### src/rtl/pipelined_cs_resolver_pkg.sv
`default_nettype none
// ============================================================================
// iddmm_pkg : shared sizing helpers and configuration checks for the
//             pipelined carry-save resolver.
// Rev 1.0
// ============================================================================
package iddmm_pkg;

  localparam int MAX_STAGES = 8;
  localparam int SUM_EXTRA  = 2;

  function automatic int clog2(input int value);
    int r;
    r = 0;
    while ((1 << r) < value) r++;
    return r;
  endfunction

  function automatic int seg_width(input int width, input int stages);
    return (stages > 0) ? (width / stages) : width;
  endfunction

  function automatic int sum_width(input int width);
    return width + SUM_EXTRA;
  endfunction

  function automatic bit cfg_ok(input int width, input int stages);
    return (stages >= 1) && (stages <= MAX_STAGES) && ((width % stages) == 0);
  endfunction

endpackage
`default_nettype wire

### src/rtl/pipelined_cs_resolver_stage.sv
`default_nettype none
// ============================================================================
// cs_resolve_stage : resolves one segment of a carry-save pair and forwards
//                    the still-raw segments, tag and valid bit.
// Rev 1.0
// ============================================================================
module cs_resolve_stage
  import iddmm_pkg::*;
#(
  parameter int WIDTH = 256,
  parameter int SEG   = 128,
  parameter int IDX   = 0,
  parameter int TAG_W = 8
) (
  input  logic             clk,
  input  logic             rst,
  input  logic             valid_i,
  input  logic             ld_next_i,
  input  logic [WIDTH-1:0] a_i,
  input  logic [WIDTH-1:0] b_i,
  input  logic             carry_i,
  input  logic             ffc_i,
  input  logic [TAG_W-1:0] tag_i,
  output logic             valid_o,
  output logic             ld_o,
  output logic [WIDTH-1:0] a_o,
  output logic [WIDTH-1:0] b_o,
  output logic             carry_o,
  output logic             ffc_o,
  output logic [1:0]       top_o,
  output logic [TAG_W-1:0] tag_o
);

  logic [SEG:0]       seg_sum_w;
  logic [WIDTH-1:0]   a_d;
  logic [1:0]         top_d;
  logic               ld_w;

  logic               valid_q;
  logic [WIDTH-1:0]   a_q;
  logic [WIDTH-1:0]   b_q;
  logic               carry_q;
  logic               ffc_q;
  logic [1:0]         top_q;
  logic [TAG_W-1:0]   tag_q;

  assign seg_sum_w = {1'b0, a_i[IDX*SEG +: SEG]}
                   + {1'b0, b_i[IDX*SEG +: SEG]}
                   + {{SEG{1'b0}}, carry_i};

  // Resolved segment overwrites its slot in the sum vector; the rest rides along.
  always_comb begin
    a_d                  = a_i;
    a_d[IDX*SEG +: SEG]  = seg_sum_w[SEG-1:0];
  end

  assign top_d = {1'b0, seg_sum_w[SEG]} + {1'b0, ffc_i};
  assign ld_w  = ~valid_q | ld_next_i;

  always_ff @(posedge clk) begin
    if (rst) begin
      valid_q <= 1'b0;
      a_q     <= '0;
      b_q     <= '0;
      carry_q <= 1'b0;
      ffc_q   <= 1'b0;
      top_q   <= '0;
      tag_q   <= '0;
    end else if (ld_w) begin
      valid_q <= valid_i;
      a_q     <= a_d;
      b_q     <= b_i;
      carry_q <= seg_sum_w[SEG];
      ffc_q   <= ffc_i;
      top_q   <= top_d;
      tag_q   <= tag_i;
    end
  end

  assign valid_o = valid_q;
  assign ld_o    = ld_w;
  assign a_o     = a_q;
  assign b_o     = b_q;
  assign carry_o = carry_q;
  assign ffc_o   = ffc_q;
  assign top_o   = top_q;
  assign tag_o   = tag_q;

endmodule
`default_nettype wire

### src/rtl/pipelined_cs_resolver.sv
`default_nettype none
// ============================================================================
// pipelined_cs_resolver : segment-pipelined carry-save to binary resolver
//                         with valid/ready handshake and bubble collapsing.
// Rev 1.0
// ============================================================================
module pipelined_cs_resolver
  import iddmm_pkg::*;
#(
  parameter int WIDTH  = 256,
  parameter int STAGES = 2,
  parameter int TAG_W  = 8
) (
  input  logic                        clk,
  input  logic                        rst,
  input  logic                        in_valid,
  output logic                        in_ready,
  input  logic [WIDTH-1:0]            ain,
  input  logic [WIDTH-1:0]            bin,
  input  logic                        cin_i,
  input  logic                        final_fa_cout_i,
  input  logic [TAG_W-1:0]            tag_i,
  output logic                        out_valid,
  input  logic                        out_ready,
  output logic [sum_width(WIDTH)-1:0] full_sum,
  output logic [TAG_W-1:0]            tag_o
);

  localparam int SEG = seg_width(WIDTH, STAGES);

  if (!cfg_ok(WIDTH, STAGES)) begin : g_cfg_check
    $error("pipelined_cs_resolver: STAGES must be 1..8 and divide WIDTH");
  end

  logic [STAGES:0]        w_valid;
  logic [STAGES:1]        w_ld;
  logic [WIDTH-1:0]       w_a   [0:STAGES];
  logic [WIDTH-1:0]       w_b   [0:STAGES];
  logic [STAGES:0]        w_carry;
  logic [STAGES:0]        w_ffc;
  logic [TAG_W-1:0]       w_tag [0:STAGES];
  logic [STAGES:1][1:0]   w_top;
  logic                   w_unused;

  assign w_valid[0] = in_valid;
  assign w_a[0]     = ain;
  assign w_b[0]     = bin;
  assign w_carry[0] = cin_i;
  assign w_ffc[0]   = final_fa_cout_i;
  assign w_tag[0]   = tag_i;

  for (genvar k = 1; k <= STAGES; k++) begin : g_stage
    logic ld_next_w;

    // A stage may advance when any stage downstream of it has a hole or the
    // consumer is taking the head; computed flat from the valid bits.
    if (k == STAGES) begin : g_tail
      assign ld_next_w = out_ready;
    end else begin : g_body
      assign ld_next_w = out_ready | ~(&w_valid[STAGES:k+1]);
    end

    cs_resolve_stage #(
      .WIDTH (WIDTH),
      .SEG   (SEG),
      .IDX   (k - 1),
      .TAG_W (TAG_W)
    ) u_stage (
      .clk       (clk),
      .rst       (rst),
      .valid_i   (w_valid[k-1]),
      .ld_next_i (ld_next_w),
      .a_i       (w_a[k-1]),
      .b_i       (w_b[k-1]),
      .carry_i   (w_carry[k-1]),
      .ffc_i     (w_ffc[k-1]),
      .tag_i     (w_tag[k-1]),
      .valid_o   (w_valid[k]),
      .ld_o      (w_ld[k]),
      .a_o       (w_a[k]),
      .b_o       (w_b[k]),
      .carry_o   (w_carry[k]),
      .ffc_o     (w_ffc[k]),
      .top_o     (w_top[k]),
      .tag_o     (w_tag[k])
    );
  end

  assign in_ready  = w_ld[1] & ~rst;
  assign out_valid = w_valid[STAGES];
  assign full_sum  = {w_top[STAGES], w_a[STAGES]};
  assign tag_o     = w_tag[STAGES];

  assign w_unused = ^{w_b[STAGES], w_carry[STAGES], w_ffc[STAGES], w_ld, w_top};

endmodule
`default_nettype wire

### config.mk
export PLATFORM = sky130hd
export DESIGN_NAME = pipelined_cs_resolver
export DESIGN_NICKNAME = d
export VERILOG_FILES = /design/src/rtl/pipelined_cs_resolver_pkg.sv /design/src/rtl/pipelined_cs_resolver_stage.sv /design/src/rtl/pipelined_cs_resolver.sv
export SDC_FILE = /design/constraint.sdc
export NUM_CORES = 2
export LEC_CHECK = 0
export CORE_AREA = 2 2 308 310
export DETAILED_ROUTE_END_ITERATION = 12
export DIE_AREA = 0 0 310 312
export PLACE_DENSITY = 0.66
export SYNTH_ARGS = -nofsm -noshare
export SYNTH_HDL_FRONTEND = slang
export SYNTH_SLANG_ARGS = --single-unit
### constraint.sdc
create_clock -name clk -period 4.98 [get_ports clk]
set_clock_uncertainty 0.05 [all_clocks]
set_input_delay 0.996 -clock clk [delete_from_list [all_inputs] [get_ports clk]]
set_output_delay 0.996 -clock clk [all_outputs]
set_load 0.01 [all_outputs]
== Yosys cells after proc, flatten, opt, wreduce, memory -nomap -nowiden ==
Cells that the tools add are included.
Cells by class
  add/subtract/negate cells: 5
  bitwise operators: 6
Operator list (number)
  128-bit by 128-bit adder with 129-bit output: 2
  129-bit by 1-bit adder with 129-bit output: 2
  1-bit inverter: 3
  1-bit by 1-bit adder with 2-bit output: 1
  1-bit OR: 2
  1-bit AND: 1
Word-level totals
  output and inout port bits: 268
  bits of input ports: 526
  register bits: 790

== Depth between registers and ports, before layout ==
  word-level depth: 4
  gate-level depth with buffers: 18
  gate-level depth less buffers: 18

== By module ==
Synthesis repeated with hierarchy kept, for this count alone.
Unflattened totals
  cells, all modules: 6992
  area, all modules: 52048.7 um^2
By module, submodules not included
  cs_resolve_stage (g_stage[1].u_stage): instances 1, area an instance 26327.8 um^2, cells an instance 3546
  cs_resolve_stage (g_stage[2].u_stage): instances 1, area an instance 25700.9 um^2, cells an instance 3444
  pipelined_cs_resolver: instances 1, area an instance 20.0 um^2, cells an instance 2

== Least setup slack after synthesis ==
No wires, ideal clock.
  kind: input -> register
  start point: input ain[0]
  end point: register g_stage[1].u_stage.a_q[82]
  data required time: 4805 ps
  setup slack: 347 ps
  arrival: 4458 ps
  stages: 15
  cell sequence: fa_1 fa_1 a211oi_1 o21ai_1 a221oi_2 o21ai_1 a211o_1 a31oi_2 o41a_1 o31ai_1 a211o_1 a21boi_1 o21ai_1 xnor2_1 o21ai_1
On the way
  word-level cells in the longest chain between the ends: 2
RTL lines
  start: declaration: RTL line pipelined_cs_resolver.sv:18  | input logic [WIDTH-1:0] ain,
  128-bit by 128-bit adder with 129-bit output: RTL line pipelined_cs_resolver_stage.sv:48  | + {1'b0, b_i[IDX*SEG +: SEG]}
  129-bit by 1-bit adder with 129-bit output: RTL line pipelined_cs_resolver_stage.sv:49  | + {{SEG{1'b0}}, carry_i};
  end signal: assignment: RTL line pipelined_cs_resolver_stage.sv:63  | a_q <= '0;
  end signal: assignment: RTL line pipelined_cs_resolver_stage.sv:71  | a_q <= a_d;
  end: declaration: RTL line pipelined_cs_resolver_stage.sv:40  | logic [WIDTH-1:0] a_q;
No other way between the ends.
A chain may end at the register's enable or synchronous reset.

== Worst setup path in the final report ==
  start point: register g_stage[1].u_stage.carry_q
  end point: register g_stage[2].u_stage.top_q[0]
On the way
  word-level cells in the longest chain between the ends: 2
RTL lines
  start: declaration: RTL line pipelined_cs_resolver_stage.sv:42  | logic carry_q;
  start signal: assignment: RTL line pipelined_cs_resolver_stage.sv:73  | carry_q <= seg_sum_w[SEG];
  129-bit by 1-bit adder with 129-bit output: RTL line pipelined_cs_resolver_stage.sv:49
  1-bit by 1-bit adder with 2-bit output: RTL line pipelined_cs_resolver_stage.sv:57  | assign top_d = {1'b0, seg_sum_w[SEG]} + {1'b0, ffc_i};
  via g_stage[2].u_stage.top_d[0]: RTL line pipelined_cs_resolver_stage.sv:36  | logic [1:0] top_d;
  end signal: assignment: RTL line pipelined_cs_resolver_stage.sv:75  | top_q <= top_d;
  end: declaration: RTL line pipelined_cs_resolver_stage.sv:44  | logic [1:0] top_q;
The timed path passes the listed nets, and every way through them passes these cells.

==> out/summary.txt <==
CTS sink cnt -> 662
Slowest CP cell -> fa_2
Ys Warns -> 0
Most common flop cell mapped by yosys -> dfxtp_1
Total Routing Usage GR -> 0.3201
Vias in the first global route -> 38865
Post-synth top cells -> nand2_1 (1395), a21oi_1 (901), dfxtp_1 (662), clkbuf_1 (310), ha_1 (255)
I/O pins -> 794
WP data arrival -> 5.33 ns
TNS Setup -> 0 ns
Pre-CTS setup slack -> -0.4943 ns
Max H-tree Level -> 3
Detailed placement HPWL -> 127400 um
Fin nets -> 6732
CP startpoint -> g_stage[1].u_stage.carry_o$_SDFFE_PP0N_
Synthesized flop and latch total -> 662
Reg-to-Reg Start -> g_stage[1].u_stage.carry_o$_SDFFE_PP0N_
Root Driver -> clkbuf_16
Die X -> 310 um
Final WS setup -> 0.09209 ns
RSZ-0062 raised after global routing -> true
Worst Setup EP -> g_stage[2].u_stage.top_o[0]$_SDFFE_PP0P_
Mapped Cells -> 5187
Part of the Yosys area used for sequential elements -> 0.3477
Reg2reg end -> g_stage[2].u_stage.top_o[0]$_SDFFE_PP0P_
Post-synth EDFFs -> 0
Leakage -> 21.03 nW
CTS Buffer Depth -> 3
Max-cap violation count -> 0
Netlist Area Pre-Place -> 38110 um^2
Clock transition at the registers of the reported paths -> 0.06 ns
Register area -> 13250 um^2
Final Setup Violations -> 0
Yosys cell types -> 85
CTS Hold Bufs -> 0
Worst VDD drop -> 0.2170 mV
Clk_lat worst skew -> 0.65 ns
Yosys top cell by area -> dfxtp_1
Slew Limit Headroom -> 0.2396
Largest cells by area after synthesis -> dfxtp_1 (35%), nand2_1 (14%), a21oi_1 (12%)
Fmax -> 0.2046 GHz
Fillers -> 9113
Cts bufs inserted -> 76
Setup CP Type -> reg -> reg
Worst hold path class -> reg -> reg
CTS tree -> done
First-pass DRT Iterations -> 6
Largest net degree at the start of global routing -> 151
Most numerous cell in the Yosys netlist -> nand2_1
Slew Limit Fails -> 0
Post-Place Cell Area -> 48210 um^2
Die area -> 96720 um^2
PD cells -> 315.0 nW/um^2
Num rows -> 112
CP Cell Sequence -> fa_2 -> fa_2 -> a211oi_1 -> buf_4 -> o211ai_1 -> and4b_2 -> o21ai_0 -> buf_4 -> a2111o_1 -> nand3b_1 -> a21o_1 -> a221o_1 -> a21o_1 -> a21oi_2 -> o21bai_1 -> a31oi_2 -> o21bai_2 -> ha_1 -> nand2_1 -> a21oi_1
Die H -> 312 um
R2r setup slk -> 0.09 ns
Outcome -> finished clean
Post-synth ARST share -> 0
Vias -> 40305
Tmin final -> 4.888 ns
Reg2Reg Depth -> 20
First-pass GRT wire length -> 238600 um
Average size of a mapped cell -> 7.348 um^2
Startpoint Class -> flop
Multi-input combinational cell area -> 23310 um^2
DRC violations left -> 0
GRT overflow -> 0
WL/cell -> 22.19 um
Yosys top cell area share -> 0.3477
Port-buffer cells -> 793
Final period utilization -> 0.9815
GP Congestion -> 0.9923
Vias per cell -> 5.549
Final Hold Viols -> 0
Post-route cell area -> 50810 um^2
Total power -> 16.01 mW
Critical Path RT -> 5.42 ns
Crit-path max FO -> 3
CP peak stage delay -> 0.48 ns
Iter 0 DRT Violations -> 3394
Core Region -> 93050 um^2
Critical Path Sink Type -> flop
Routed wire length -> 161200 um
Fraction of layout cells with a size suffix above 1 -> 0.06937
Layout Area Growth over Synthesis -> 33.31%
Initial core utilization -> 0.4096
Initial antenna violation count -> 17
Post-DRT Antenna Nets -> 0
Syn nets -> 5972
Slew @ Worst Pin -> 1.136 ns
[power by group]
| part | leakage [nW] | switching (mW) | total, mW | internal, mW |
|---|---|---|---|---|
| clock | 1.23 | 2.36 | 5.78 | 3.42 |
| sequential | 5.49 | 0.307 | 6.09 | 5.79 |
| combinational | 14.3 | 2.25 | 4.13 | 1.88 |
| total | 21.0 | 4.91 | 16.0 | 11.1 |
[worst max-delay path, delay by kind of cell (launching register included)]
family | cells | cell delay, ns
buf+inv | 2 | 0.29
compound gates | 12 | 2.35
flops | 1 | 0.36
simple gates | 3 | 0.50
fa+ha+maj | 3 | 1.20
[placed cells by master, fill, tap and decap left out, drive strengths merged, types with 106 or more instances in the layout]
cell type | Yosys | routed
a21o | 132 | 132
a21oi | 903 | 903
buf | 34 | 234
clkbuf | 310 | 106
clkdlybuf4s50 | 0 | 792
dfxtp | 662 | 662
ha | 255 | 255
nand2 | 1396 | 1396
nand4 | 116 | 116
nor2 | 204 | 204
o21ai | 283 | 283
xnor2 | 144 | 144
[what timing repair did]
action                                  4_1_cts  5_1_grt
pin swaps                                     0        2
endpoints found under the setup margin        2       15
cloned                                        0        0
resized for setup                             2        8
setup buffers                                 0        1
[metal layers]
metal | wire length, um | GRT usage | up-vias
met4 | 6972 | 0.1268 | 8
met3 | 12930 | 0.06571 | 284
met5 | 55 | 0 | -
met1 | 67270 | 0.4102 | 18980
li1 | - | - | 19528
met2 | 73940 | 0.5245 | 1505
[registers in the layout (all words and copies together), names as in the netlist]
register and count:
g_stage.u_stage.b_o 128, g_stage.u_stage.carry_o 1, g_stage.u_stage.tag_o 16, g_stage.u_stage.valid_o 2, g_stage.u_stage.a_o 512, g_stage.u_stage.top_o 2
g_stage.u_stage.ffc_o 1
[through the flow]
step / utilization / hold slack [ns] / cells
finish: 0.5460 / 0.3959 / 7264
global route: 0.5459 / 0.4074 / 7261
CTS: 0.5452 / 0.3971 / 7250
detailed placement: 0.5181 / 0.3886 / 7122
global placement: 0.5181 / 0.3854 / 7122
floorplan: - / 0.3749 / 5187
[area by class of cell]
cell class	count	share of cell area
Inverter	87	0.006428
Multi-Input combinational cell	4094	0.4587
Clock buffer	106	0.04386
Sequential cell	662	0.2608
Tap cell	1254	0.03088
Antenna cell	13	0.0006403
Clock inverter	22	0.005640
Timing Repair Buffer	1026	0.1930
[cells by family after synthesis]
family | count (synthesis) | synth area share
buffers and inverters | 431 | 0.04294
AOI/OAI and AO/OA | 1678 | 0.2598
xor gates and xnor gates | 235 | 0.05401
and+or+nand+nor | 1922 | 0.2097
adders and majority gates | 259 | 0.08582
DFF | 662 | 0.3477
[worst min-delay path by stage]
stage / start / end / slack, ns / depth (start not counted)
6_report: g_stage[1].u_stage.a_o[50]$_SDFFE_PP0N_ / g_stage[2].u_stage.a_o[50]$_SDFFE_PP0P_ / 0.40 / 2
5_1_grt: g_stage[1].u_stage.a_o[126]$_SDFFE_PP0N_ / g_stage[1].u_stage.a_o[126]$_SDFFE_PP0N_ / 0.41 / 2
4_1_cts: g_stage[1].u_stage.a_o[126]$_SDFFE_PP0N_ / g_stage[1].u_stage.a_o[126]$_SDFFE_PP0N_ / 0.40 / 2
3_5_place_dp: g_stage[1].u_stage.a_o[126]$_SDFFE_PP0N_ / g_stage[1].u_stage.a_o[126]$_SDFFE_PP0N_ / 0.39 / 2
3_3_place_gp: g_stage[1].u_stage.a_o[81]$_SDFFE_PP0N_ / g_stage[1].u_stage.a_o[81]$_SDFFE_PP0N_ / 0.39 / 2
2_1_floorplan: g_stage[1].u_stage.a_o[102]$_SDFFE_PP0N_ / g_stage[1].u_stage.a_o[102]$_SDFFE_PP0N_ / 0.37 / 2
(Power assumes the default switching activity.)
